<file path="config.mk">
export PLATFORM = sky130hd
export DESIGN_NAME = conv_sched
export DESIGN_NICKNAME = d
export VERILOG_FILES = /design/src/rtl/conv_sched.sv
export SDC_FILE = /design/constraint.sdc
export NUM_CORES = 1
export LEC_CHECK = 0
export ABC_CLOCK_PERIOD_IN_PS = 6300
export BUFFER_PORTS_ARGS = -buffer_cell sky130_fd_sc_hd__buf_2
export CAP_MARGIN = 20
export CELL_PAD_IN_SITES_DETAIL_PLACEMENT = 0
export CELL_PAD_IN_SITES_GLOBAL_PLACEMENT = 1
export CORE_UTILIZATION = 37
export CTS_CLUSTER_DIAMETER = 80
export DETAILED_ROUTE_END_ITERATION = 7
export MAX_ROUTING_LAYER = met4
export PLACE_DENSITY = 0.78
export SETUP_SLACK_MARGIN = 0.3
export SKIP_CTS_REPAIR_TIMING = 1
export SLEW_MARGIN = 15
export SYNTH_ARGS = -nofsm -noshare
export SYNTH_HDL_FRONTEND = slang
export SYNTH_SLANG_ARGS = --single-unit
</file>
<file path="constraint.sdc">
create_clock -name Clk -period 6.3 [get_ports Clk]
set_input_delay 0.315 -clock Clk [delete_from_list [all_inputs] [get_ports Clk]]
set_output_delay 0.315 -clock Clk [all_outputs]
set_load 0.01 [all_outputs]
</file>
<file path="src/rtl/conv_sched.sv">
// rtl/conv_sched.sv - layer scheduler issuing per-group convolution instructions
module conv_sched #(
  parameter int AddrWidth    = 32,
  parameter int PictWidth    = 9,
  parameter int GroupWidth   = 8,
  parameter int KernelSize   = 9,
  parameter int InputDim     = 4,
  parameter int TimeoutWidth = 20
) (
  input  logic                  Clk,
  input  logic                  Rst_n,
  input  logic                  cmd_valid,
  output logic                  cmd_ready,
  input  logic [AddrWidth-1:0]  cmd_weight_base,
  input  logic [AddrWidth-1:0]  cmd_data_base,
  input  logic [PictWidth-1:0]  cmd_pict_size,
  input  logic [GroupWidth-1:0] cmd_groups,
  input  logic                  conv_finish_in,
  output logic [AddrWidth-1:0]  weight_addr0_out,
  output logic [AddrWidth-1:0]  weight_addr1_out,
  output logic [AddrWidth-1:0]  weight_addr2_out,
  output logic [AddrWidth-1:0]  weight_addr3_out,
  output logic [AddrWidth-1:0]  data_addr0_out,
  output logic [AddrWidth-1:0]  data_addr1_out,
  output logic [AddrWidth-1:0]  data_addr2_out,
  output logic [AddrWidth-1:0]  data_addr3_out,
  output logic [PictWidth-1:0]  pict_size_out,
  output logic                  conv_first_out,
  output logic                  conv_last_out,
  output logic                  inst_tag_out,
  output logic                  busy,
  output logic                  done,
  output logic                  err
);

  typedef enum logic [2:0] {
    S_IDLE, S_SETUP, S_ISSUE, S_WAIT, S_NEXT, S_DONE
  } state_t;

  state_t                  state_q, state_d;
  logic [AddrWidth-1:0]    w_ptr_q, w_ptr_d;
  logic [AddrWidth-1:0]    d_ptr_q, d_ptr_d;
  logic [AddrWidth-1:0]    plane_q, plane_d;
  logic [GroupWidth-1:0]   grp_q, grp_d;
  logic [GroupWidth-1:0]   groups_q, groups_d;
  logic [PictWidth-1:0]    pict_q, pict_d;
  logic [TimeoutWidth-1:0] wdog_q, wdog_d;
  logic                    fin_prev_q, fin_prev_d;
  logic                    err_q, err_d;
  logic                    tag_q, tag_d;
  logic [AddrWidth-1:0]    waddr_q [4];
  logic [AddrWidth-1:0]    waddr_d [4];
  logic [AddrWidth-1:0]    daddr_q [4];
  logic [AddrWidth-1:0]    daddr_d [4];
  logic [PictWidth-1:0]    pict_out_q, pict_out_d;
  logic                    first_q, first_d;
  logic                    last_q, last_d;

  logic [TimeoutWidth-1:0] wdog_inc;
  logic                    last_grp;
  logic                    fin_rise;

  assign wdog_inc = wdog_q + TimeoutWidth'(1);
  assign last_grp = (grp_q == groups_q - GroupWidth'(1));
  assign fin_rise = conv_finish_in & ~fin_prev_q;

  // Next-state and datapath: one instruction per ISSUE, advance only on a finish rising edge
  always_comb begin
    state_d    = state_q;
    w_ptr_d    = w_ptr_q;
    d_ptr_d    = d_ptr_q;
    plane_d    = plane_q;
    grp_d      = grp_q;
    groups_d   = groups_q;
    pict_d     = pict_q;
    wdog_d     = wdog_q;
    fin_prev_d = conv_finish_in;
    err_d      = err_q;
    tag_d      = tag_q;
    waddr_d    = waddr_q;
    daddr_d    = daddr_q;
    pict_out_d = pict_out_q;
    first_d    = first_q;
    last_d     = last_q;
    case (state_q)
      S_IDLE: begin
        if (cmd_valid) begin
          w_ptr_d  = cmd_weight_base;
          d_ptr_d  = cmd_data_base;
          pict_d   = cmd_pict_size;
          groups_d = cmd_groups;
          grp_d    = '0;
          err_d    = 1'b0;
          state_d  = S_SETUP;
        end
      end
      S_SETUP: begin
        plane_d = AddrWidth'(pict_q) * AddrWidth'(pict_q);
        grp_d   = '0;
        if (groups_q == '0) begin
          err_d   = 1'b1;
          state_d = S_DONE;
        end else begin
          state_d = S_ISSUE;
        end
      end
      S_ISSUE: begin
        for (int n = 0; n < 4; n++) begin
          waddr_d[n] = w_ptr_q + AddrWidth'(n * KernelSize);
          daddr_d[n] = d_ptr_q + AddrWidth'(n) * plane_q;
        end
        first_d    = (grp_q == '0);
        last_d     = last_grp;
        pict_out_d = pict_q;
        tag_d      = ~tag_q;
        wdog_d     = '0;
        state_d    = S_WAIT;
      end
      S_WAIT: begin
        if (fin_rise) begin
          state_d = S_NEXT;
        end else if (wdog_inc == '1) begin
          err_d   = 1'b1;
          state_d = S_DONE;
        end else begin
          wdog_d = wdog_inc;
        end
      end
      S_NEXT: begin
        if (last_grp) begin
          state_d = S_DONE;
        end else begin
          grp_d   = grp_q + GroupWidth'(1);
          w_ptr_d = w_ptr_q + AddrWidth'(KernelSize * InputDim);
          d_ptr_d = d_ptr_q + AddrWidth'(InputDim) * plane_q;
          state_d = S_ISSUE;
        end
      end
      S_DONE: state_d = S_IDLE;
      default: state_d = S_IDLE;
    endcase
  end

  // State and output registers; reset aborts any layer and clears the tag
  always_ff @(posedge Clk or negedge Rst_n) begin
    if (!Rst_n) begin
      state_q    <= S_IDLE;
      w_ptr_q    <= '0;
      d_ptr_q    <= '0;
      plane_q    <= '0;
      grp_q      <= '0;
      groups_q   <= '0;
      pict_q     <= '0;
      wdog_q     <= '0;
      fin_prev_q <= 1'b0;
      err_q      <= 1'b0;
      tag_q      <= 1'b0;
      for (int n = 0; n < 4; n++) begin
        waddr_q[n] <= '0;
        daddr_q[n] <= '0;
      end
      pict_out_q <= '0;
      first_q    <= 1'b0;
      last_q     <= 1'b0;
    end else begin
      state_q    <= state_d;
      w_ptr_q    <= w_ptr_d;
      d_ptr_q    <= d_ptr_d;
      plane_q    <= plane_d;
      grp_q      <= grp_d;
      groups_q   <= groups_d;
      pict_q     <= pict_d;
      wdog_q     <= wdog_d;
      fin_prev_q <= fin_prev_d;
      err_q      <= err_d;
      tag_q      <= tag_d;
      waddr_q    <= waddr_d;
      daddr_q    <= daddr_d;
      pict_out_q <= pict_out_d;
      first_q    <= first_d;
      last_q     <= last_d;
    end
  end

  assign cmd_ready        = (state_q == S_IDLE);
  assign busy             = (state_q != S_IDLE);
  assign done             = (state_q == S_DONE);
  assign err              = err_q;
  assign inst_tag_out     = tag_q;
  assign weight_addr0_out = waddr_q[0];
  assign weight_addr1_out = waddr_q[1];
  assign weight_addr2_out = waddr_q[2];
  assign weight_addr3_out = waddr_q[3];
  assign data_addr0_out   = daddr_q[0];
  assign data_addr1_out   = daddr_q[1];
  assign data_addr2_out   = daddr_q[2];
  assign data_addr3_out   = daddr_q[3];
  assign pict_size_out    = pict_out_q;
  assign conv_first_out   = first_q;
  assign conv_last_out    = last_q;

endmodule

</file>
# --- Word-level counts from Yosys, hierarchy flattened ---
# Cells that the tools add are included.
op_classes:
  n_mul: 2
  bitwise_logic: 3
  addsub: 11
  n_reduce_logical: 14
  n_eq_ne: 14
  muxes: 23
ops:
  columns: ["op", "n"]
  rows:
  - ["32-bit two-way mux", 4]
  - ["32-bit case mux with 2 select lines", 2]
  - ["32-bit by 20-bit adder with 32-bit output", 2]
  - ["32-bit by 5-bit adder with 32-bit output, second input constant", 2]
  - ["20-bit two-way mux", 2]
  - ["20-bit case mux with 2 select lines", 1]
  - ["32-bit by 18-bit adder with 32-bit output", 1]
  - ["32-bit by 19-bit adder with 32-bit output", 1]
  - ["32-bit by 4-bit adder with 32-bit output, second input constant", 1]
  - ["32-bit by 6-bit adder with 32-bit output, second input constant", 1]
  - ["8-bit case mux with 3 select lines", 1]
  - ["20-bit by 1-bit adder with 20-bit output, second input constant", 1]
  - ["20-bit equality test, second input constant", 1]
  - ["2-bit by 18-bit multiplier with 20-bit output, first input constant", 1]
  - ["9-bit by 9-bit multiplier with 18-bit output", 1]
  - ["8-bit logical NOT", 2]
  - ["8-bit two-way mux", 2]
  - ["3-bit two-way mux", 5]
  - ["3-bit case mux with 5 select lines", 1]
  - ["2-bit != test, second input constant", 6]
  - ["3-bit AND reduction", 3]
  - ["3-bit nonzero test", 3]
  - ["8-bit by 1-bit adder with 8-bit output, second input constant", 1]
  - ["8-bit equality test", 1]
  - ["13 further kinds", 21]
totals:
  input_bits: 85
  out_inout_bits: 272
  reg_bits: 400

# --- Logic depth before layout (Yosys ltp) ---
# Gate-level depths: netlist of the first run.
depth:
  depth_word: 5
  mapped_depth: 20

# --- Worst setup path after synthesis of the first run ---
# No wires, ideal clock.
synth_timing:
  path_kind: "register -> register"
  from: "register pict_q[1]"
  to: "register plane_q[15]"
  path_stages_with_launch: 19
  setup_slack_ps: 1589
  setup_ps: 135
  t_required_ps: 6165
  period_less_slack_ps: 4711
  t_arrival_ps: 4576
  path_cell_list: "dfrtp_1 -> clkbuf_1 -> and2_1 -> inv_1 -> fa_1 -> inv_1 -> fa_1 -> inv_1 -> fa_1 -> fa_1 -> inv_1 -> ha_1 -> nand2b_1 -> a21oi_1 -> o41ai_1 -> o21ai_0 -> o31ai_1 -> xor2_1 -> o21ai_0"
synth_via:
  elab_chain_cells: 1
synth_lines:
  columns: ["item", "line", "text"]
  rows:
  - ["start: declaration", "46", "logic [PictWidth-1:0] pict_q, pict_d;"]
  - ["start signal: assignment", "172", "pict_q <= pict_d;"]
  - ["9-bit by 9-bit multiplier with 18-bit output", "98", "plane_d = AddrWidth'(pict_q) * AddrWidth'(pict_q);"]
  - ["end signal: assignment", "169", "plane_q <= plane_d;"]
  - ["end: declaration", "43", "logic [AddrWidth-1:0] plane_q, plane_d;"]
# No other way between the ends.
# A chain may end at the register's enable or synchronous reset.

# --- Worst setup path after layout of the first run ---
layout_timing:
  from: "register pict_q[3]"
  to: "register plane_q[15]"
# Same word-level chain as after synthesis.

==> flow_summary.json, run 1 <==
{
  "status": "finished, violations left",
  "violations": "hold timing",
  "cp.arrival_ps": 5650,
  "place_area_mm2": 0.0264,
  "critPathMaxStageDelay_ps": 690,
  "cts_max_level": 2,
  "yosysTopAreaCell": "dfrtp_1",
  "die-area_mm2": 0.0657,
  "cts_sinks": 395,
  "fin_crit_sh": 0.826,
  "power.leakage_nw": 13.4,
  "place_hpwl_mm": 55.4,
  "numCtsBuffers": 48,
  "hold_end": "w_ptr_q[5]",
  "vias_per_cell": 5.24,
  "slew_headroom": 0.310,
  "syn_area_per_cell_um2": 8.62,
  "area_delta_synth_final_pct": 17.9,
  "crit_start": "pict_q[3]",
  "netlist_area_mm2": 0.0239,
  "crit_type": "flip-flop to flip-flop",
  "clock_path_buffers": 3,
  "die_h_um": 256,
  "root_buffer": "clkbuf_16",
  "synth-main-ff-cell": "dfrtp_1",
  "clk_pin_slew_ps": 60,
  "crit_path_max_fanout": 8,
  "ios": 357,
  "final_cell_area_mm2": 0.0282,
  "fp-row-count": 92,
  "grt_pass1_wl_mm": 119,
  "ys_ff_latch": 395,
  "yosysSeqAreaShare": 0.413,
  "place_congestion": 0.909,
  "grt_max_degree": 171,
  "min-delay-start": "cmd_weight_base[5]",
  "period_needed_ps": 5200,
  "synthDistinctLibCells": 79,
  "drt_wl_total_mm": 75.3,
  "core_mm2": 0.0635,
  "hold_path_class": "input pin to flip-flop",
  "ir_worst_vdd_v": 0.000312,
  "timing.rr.start": "pict_q[3]",
  "final.setup.tns_ps": 0,
  "nets": 3325,
  "synth_area_leaders": "dfrtp_1 41%, nand2_1 9.3%, ha_1 6.4%, o21ai_0 6.4%, xnor2_1 4.7%",
  "ant_nets": 0,
  "grt_pass1_vias": 20300,
  "start_kind": "flip-flop",
  "die_x_um": 256,
  "track_usage": 0.233,
  "hold_violations": 1,
  "rsz0062_at_grt": "no",
  "hold_slack_ps": -1.36,
  "slowest_stage": "o41ai_1",
  "power.density_mw_per_mm2": 666,
  "clock.fmax_mhz": 192,
  "maxCapViolCount": 0,
  "worstPathRequired_ps": 6750,
  "route.vias.total": 20700,
  "tightest_slew_ps": 1040,
  "synth_common_cells": "591 x nand2_1, 395 x dfrtp_1, 304 x o21ai_0",
  "slew_violations": 0,
  "drc_errors": 0,
  "antenna_found_initial": 3,
  "fillCellCount": 6354,
  "wl_per_cell_um": 19.0,
  "syn_nets": 3034,
  "synth-warning-count": 0,
  "syn_inst": 2777,
  "clock_latency_ps": 600,
  "yosysMostFrequentCell": "nand2_1",
  "setup_violations": 0,
  "start_util": 0.377,
  "cts_tree": "built",
  "cp-end-kind": "flip-flop",
  "reg2reg_slack_ps": 1100,
  "r2r_cells": 18,
  "layout-drive-gt1-share": 0.160,
  "port_buffers": 356,
  "grt-ovfl-total": 0,
  "drt_iter0_drc": 1623,
  "synth_edf_count": 0,
  "synthDominantCellAreaShare": 0.413,
  "ys_async_sr_fraction": 1.00,
  "min_path_cells": 3,
  "first_pass_iters": 6,
  "clock_skew_ps": 28.6,
  "rr_endpoint": "plane_q[15]",
  "path_cells": "inv_1 > nor2_1 > fa_1 > fa_1 > ha_1 > inv_1 > fa_1 > inv_1 > ha_1 > a21o_1 > a21oi_1 > nand2b_1 > a21oi_1 > o41ai_1 > o21ai_0 > o31ai_1 > xor2_1 > o21ai_0"
}
## cell type report
type | count | area, µm² | share of cell area
well taps | 846 | 1060 | 0.0375
clock buffers | 64 | 1340 | 0.0475
multi-input cells | 2117 | 13100 | 0.462
diodes | 1 | 2.50 | 0.0000886
inverters | 110 | 413 | 0.0146
flip-flops and latches | 395 | 9880 | 0.350
repair buffers | 396 | 2170 | 0.0770
clock inverters | 24 | 305 | 0.0108
## flip-flops by register name, indices dropped and copies added, names as in the netlist, 8 cells and up
register / flops
d_ptr_q: 32
data_addr0_out: 32
data_addr1_out: 32
w_ptr_q: 32
weight_addr0_out: 32
weight_addr1_out: 32
data_addr2_out: 31
data_addr3_out: 31
weight_addr2_out: 31
weight_addr3_out: 31
wdog_q: 20
plane_q: 17
pict_q: 9
pict_size_out: 9
groups_q: 8
grp_q: 8
## power breakdown
part	internal, mW	switching (mW)	total, mW
Combinational	4.34	6.36	10.7
Clock	1.72	1.18	2.90
Sequential	3.73	1.47	5.20
Total	9.79	9.01	18.8
## worst max-delay path by stage
stage | to | slack (ps) | depth (start not counted)
2_1_floorplan | plane_q[15] | 1590 | 18
3_3_place_gp | plane_q[15] | 1150 | 18
3_5_place_dp | plane_q[15] | 1110 | 18
4_1_cts | plane_q[15] | 1080 | 18
5_1_grt | plane_q[15] | 650 | 18
6_report | plane_q[15] | 1100 | 18
## routing by layer
metal / track usage / part of all wire
met3: 0.0319 / 0.051
met5: - / 0
met2: 0.371 / 0.47
met1: 0.315 / 0.46
met4: 0.0541 / 0.021
## cell usage in the layout (no fill, tap or decap), types with 30 or more instances in the layout
cell type,instances
nand4_1,30
o21ai_0,304
nand3_1,53
buf_2,355
nor3_1,53
xor2_1,78
fa_1,49
nand2_1,588
nor2_1,185
dfrtp_1,395
xnor2_1,128
ha_1,123
clkbuf_16,48
and2_1,33
inv_1,110
a21oi_1,157
a21o_1,41
## worst max-delay path: cells and delay by family (launching register included)
family          cells  cell delay [ps]
compound gates      7             1650
xor+xnor            1              160
fa+ha+maj           5             2110
buf+inv             3              340
flops               1              510
simple gates        2              310
## logic make-up after synthesis
kind of cell	after synthesis	share of synthesized area
AO/OA/AOI/OAI	647	0.157
AND/OR/NAND/NOR	1070	0.197
XOR/XNOR	206	0.0754
flip-flops	395	0.413
buffers and inverters	265	0.0433
multiplexers	22	0.00962
adder cells (fa/ha/maj)	172	0.105
## per-stage QoR
step,util,setup WS (ps),power (mW),hold slack [ps],instances
2_1_floorplan,-,1590,12.6,19.4,2777
3_5_place_dp,0.415,1110,15.9,394,3841
3_3_place_gp,0.415,1150,15.7,380,3841
6_report,0.444,1100,18.8,-1.36,3953
5_1_grt,0.444,647,20.5,4.56,3953
4_1_cts,0.441,1080,18.9,-252,3929
Power figures use the tool's default switching activity.
==> run 2: changes to the inputs <==
ABC_CLOCK_PERIOD_IN_PS = 5070   (was 6300)
clock period = 5.07 ns   (was 6.3 ns; I/O delays follow)
==> flow_summary.json, run 2 (synthesis gave the netlist of run 1 again) <==
{
  "power.leakage_nw": 13.7,
  "clock.fmax_mhz": 218,
  "hold_path_class": "input pin to flip-flop",
  "final_cell_mix": "588 x nand2_1, 391 x dfrtp_1, 355 x buf_2",
  "slew_headroom": 0.354,
  "nets": 3375,
  "wl_per_cell_um": 18.8,
  "worstPathRequired_ps": 5530,
  "multiInputGateArea_mm2": 0.0131,
  "critPathMaxStageDelay_ps": 540,
  "tightest_slew_ps": 955,
  "drt_iter0_drc": 1571,
  "drc_errors": 0,
  "p_sw_frac": 0.475,
  "cp.arrival_ps": 5050,
  "antenna_found_initial": 2,
  "pwr-share-clk": 0.152,
  "seqPwrFrac": 0.267,
  "status": "finished, violations left",
  "reg2reg_slack_ps": 480,
  "power_frac_comb": 0.581,
  "slew_violations": 0,
  "ios": 357,
  "layout-drive-gt1-share": 0.172,
  "cts_tree": "built",
  "crit_path_max_fanout": 7,
  "fillCellCount": 6376,
  "clock_latency_ps": 610,
  "power.density_mw_per_mm2": 833,
  "rsz0062_at_grt": "no",
  "path_cells": "buf_6 > and2_4 > ha_4 > xor2_2 > fa_1 > inv_1 > fa_1 > inv_1 > fa_1 > inv_1 > ha_1 > inv_2 > a21oi_2 > o41ai_2 > buf_4 > o21ai_1 > o31ai_1 > xor2_1 > o21ai_1",
  "setup_violations": 0,
  "vias_per_cell": 5.24,
  "cp-end-kind": "flip-flop",
  "crit_family": "adder cells",
  "grt_pass1_wl_mm": 118,
  "root_buffer": "clkbuf_16",
  "place_hpwl_mm": 55.9,
  "die_x_um": 256,
  "hold_violations": 4,
  "ir_worst_vdd_v": 0.000446,
  "clk_pin_slew_ps": 60,
  "area_delta_synth_final_pct": 20.4,
  "instances_no_fill": 4004,
  "first_pass_iters": 5,
  "slowest_stage": "fa_1",
  "fin_crit_sh": 0.906,
  "total_power_mw": 24.0,
  "place_congestion": 0.911,
  "maxCapViolCount": 0,
  "start_util": 0.377,
  "period_needed_ps": 4590,
  "fp-row-count": 92,
  "route.vias.total": 21000,
  "ant_nets": 0,
  "track_usage": 0.232,
  "clock_path_buffers": 3,
  "n_antenna_cell": 0,
  "violations": "hold timing",
  "grt_max_degree": 122,
  "die_h_um": 256,
  "grt-ovfl-total": 0,
  "crit_type": "flip-flop to flip-flop",
  "switchingPower_mw": 11.4,
  "clock_skew_ps": 32.9,
  "final.setup.tns_ps": 0,
  "die-area_mm2": 0.0657,
  "cts_sinks": 395,
  "cts_max_level": 2,
  "intPower_mw": 12.6,
  "seq_area_mm2": 0.00989,
  "hold_slack_ps": -15.4,
  "final_common_cell": "nand2_1",
  "crit_buf_inv": 6,
  "numCtsBuffers": 49,
  "grt_pass1_vias": 20200,
  "drt_wl_total_mm": 75.3,
  "port_buffers": 356,
  "placed_cells": 3854,
  "core_mm2": 0.0635,
  "start_kind": "flip-flop"
}
run 2: through the flow:
step / setup slack, ps / utilization / cell area [µm²]
6_report: 479 / 0.454 / 28800
5_1_grt: 262 / 0.454 / 28800
4_1_cts: 258 / 0.443 / 28200
3_5_place_dp: 273 / 0.417 / 26500
3_3_place_gp: 344 / 0.417 / 26500
2_1_floorplan: 359 / - / 23900
run 2: power by group through the flow:
stage | registers [mW] | logic, mW | clock network [mW]
3_3_place_gp | 6.42 | 13.2 | 0
5_1_grt | 6.63 | 15.7 | 3.86
4_1_cts | 6.41 | 13.6 | 3.73
3_5_place_dp | 6.46 | 13.5 | 0
2_1_floorplan | 6.03 | 9.57 | 0
6_report | 6.41 | 14.0 | 3.64
run 2: final cells by class:
class	instances	area share
inverters	110	0.0143
well taps	846	0.0367
multi-input cells	2117	0.456
flip-flops and latches	395	0.343
clock inverters	19	0.00946
repair buffers	445	0.0913
clock buffers	72	0.0497
run 2: metal layers:
metal,vias to the layer above,GRT usage,wire [µm]
li1,10100,-,-
met1,10200,0.315,34600
met2,587,0.364,35200
met3,101,0.0292,3760
met4,0,0.0613,1720
met5,-,-,0
run 2: worst paths after layout:
| kind | depth (start not counted) | startpoint | end |
|---|---|---|---|
| worst max-delay path | 19 | pict_q[1] | plane_q[15] |
| worst min-delay path | 3 | cmd_weight_base[15] | w_ptr_q[15] |
| worst max register to register | 19 | pict_q[1] | plane_q[15] |
| worst min register to register | 2 | data_addr2_out[16] | data_addr2_out[16] |
| max in group asynchronous | 3 | Rst_n | data_addr1_out[22] |
| min in group asynchronous | 2 | Rst_n | data_addr2_out[20] |
run 2: tightest hold or removal path: stages:
cell and delay [ps]:
buf_2 110, a21oi_1 60, o21ai_0 130
==> run 3: changes to the inputs <==
GPL_TIMING_DRIVEN = 0   (was default)
==> flow_summary.json, run 3 (synthesis gave the netlist of run 1 again) <==
{
  "status": "finished, violations left",
  "violations": "hold timing",
  "grt_pass1_wl_mm": 135,
  "place_area_mm2": 0.0269,
  "hold_violations": 1,
  "cts_tree": "built",
  "dp_worst_setup_slack_ps": -438,
  "route.top_layer_used": "met4",
  "multiInputGateArea_mm2": 0.0131,
  "hold_slack_ps": -6.33,
  "die-area_mm2": 0.0657,
  "final.setup.tns_ps": 0,
  "n_antenna_cell": 0,
  "clk_pin_slew_ps": 60,
  "power.density_mw_per_mm2": 852,
  "core_mm2": 0.0635,
  "drc_errors": 0,
  "cp-end-kind": "flip-flop",
  "cts_max_level": 2,
  "clock.fmax_mhz": 220,
  "ant_nets": 0,
  "clock_skew_ps": 32.6,
  "drt_iter0_drc": 1794,
  "seq_area_mm2": 0.00989,
  "layout-drive-gt1-share": 0.165,
  "timing.final.ws_setup_ps": 527,
  "area_delta_synth_final_pct": 21.7,
  "critPathMaxStageDelay_ps": 540,
  "nets": 3503,
  "ios": 357,
  "tightest_slew_ps": 1210,
  "slew_violations": 0,
  "setup_violations": 0,
  "numCtsBuffers": 48,
  "slew_headroom": 0.193,
  "wl_met2_mm": 40.8,
  "grt_pass1_vias": 21300,
  "root_buffer": "clkbuf_16",
  "drt_wl_total_mm": 90.1,
  "power.leakage_nw": 13.8,
  "clock_path_buffers": 3,
  "start_util": 0.377,
  "place_congestion": 0.958,
  "crit_type": "flip-flop to flip-flop",
  "cp.arrival_ps": 4990,
  "vias_per_cell": 5.35,
  "first_pass_iters": 7,
  "wl_met1_mm": 40.3,
  "grt_max_degree": 96,
  "path_cells": "clkbuf_4 > and2_4 > inv_1 > fa_1 > inv_1 > fa_1 > inv_1 > fa_1 > fa_1 > inv_1 > ha_4 > o21ai_0 > a21oi_2 > o21ai_2 > a21oi_2 > a41oi_2 > a21oi_2 > xnor2_1 > o21ai_0",
  "reg2reg_slack_ps": 530,
  "hold_path_class": "input pin to flip-flop",
  "maxCapViolCount": 0,
  "ir_worst_vdd_v": 0.000588,
  "worstPathRequired_ps": 5520,
  "rsz0062_at_grt": "no",
  "fin_crit_sh": 0.896,
  "period_needed_ps": 4540,
  "fillCellCount": 6423,
  "cts_sinks": 395,
  "final_cell_mix": "591 x nand2_1, 393 x dfrtp_1, 367 x buf_2",
  "final_common_cell": "nand2_1",
  "grt-ovfl-total": 0,
  "antenna_found_initial": 0,
  "die_x_um": 256,
  "port_buffers": 356,
  "clock_latency_ps": 610,
  "route.vias.total": 22000,
  "place_hpwl_mm": 69.0,
  "slowest_stage": "fa_1",
  "track_usage": 0.277,
  "wl_per_cell_um": 21.8,
  "utilization": 0.459,
  "crit_path_max_fanout": 10,
  "final_cell_area_mm2": 0.0291,
  "die_h_um": 256,
  "met3RoutedLength_mm": 5.92,
  "fp-row-count": 92,
  "start_kind": "flip-flop"
}
## run 3: cell count changes in the layout (fill, tap and decap cells not counted), moves of 9 or more
| cell | delta |
|---|---|
| clkbuf_1 | +119 |
| buf_2 | +12 |
| dlygate4sd3_1 | -11 |
| buf_4 | -10 |
| buf_1 | +9 |
## run 3: layout make-up
| cell class | instances | share of cell area |
|---|---|---|
| plain buffers | 155 | 0.0229 |
| repair buffers | 419 | 0.0835 |
| well taps | 846 | 0.0363 |
| flip-flops and latches | 395 | 0.339 |
| clock buffers | 66 | 0.0466 |
| clock inverters | 16 | 0.00614 |
| inverters | 110 | 0.0146 |
| multi-input cells | 2117 | 0.451 |
## run 3: through the flow
stage / hold WS [ps] / std cells / total power, mW
2_1_floorplan: -42.1 / 2777 / 15.6
5_1_grt: -2.94 / 4124 / 26.9
3_3_place_gp: 381 / 3979 / 20.6
6_report: -6.33 / 4124 / 24.8
3_5_place_dp: 220 / 3983 / 20.7
4_1_cts: -417 / 4065 / 24.2
## run 3: worst max-delay path, delay by kind of cell (launching register included)
kind | cells | cell delay (ps)
fa+ha+maj | 5 | 2320
xor+xnor | 1 | 130
buf+inv | 5 | 440
simple gates | 1 | 180
compound gates | 7 | 1020
flops | 1 | 320
## run 3: final timing paths
check | depth (start not counted) | end | from
worst max-delay path | 19 | plane_q[16] | pict_q[6]
worst min-delay path | 3 | w_ptr_q[16] | cmd_weight_base[16]
worst max register to register | 19 | plane_q[16] | pict_q[6]
worst min register to register | 1 | inst_tag_out | inst_tag_out
max in group asynchronous | 4 | weight_addr0_out[4] | Rst_n
min in group asynchronous | 2 | data_addr2_out[23] | Rst_n
## run 3: per-layer routing
layer,track usage,vias to the layer above
li1,-,10400
met1,0.372,10800
met2,0.425,769
met3,0.0453,149
met4,0.0888,0
met5,-,-
## run 3: power by group
part           total (mW)  internal (mW)  switching [mW]
Clock                3.43           1.98            1.45
Sequential           5.96           4.64            1.32
Combinational        15.4           5.91            9.54
Total                24.8           12.5            12.3
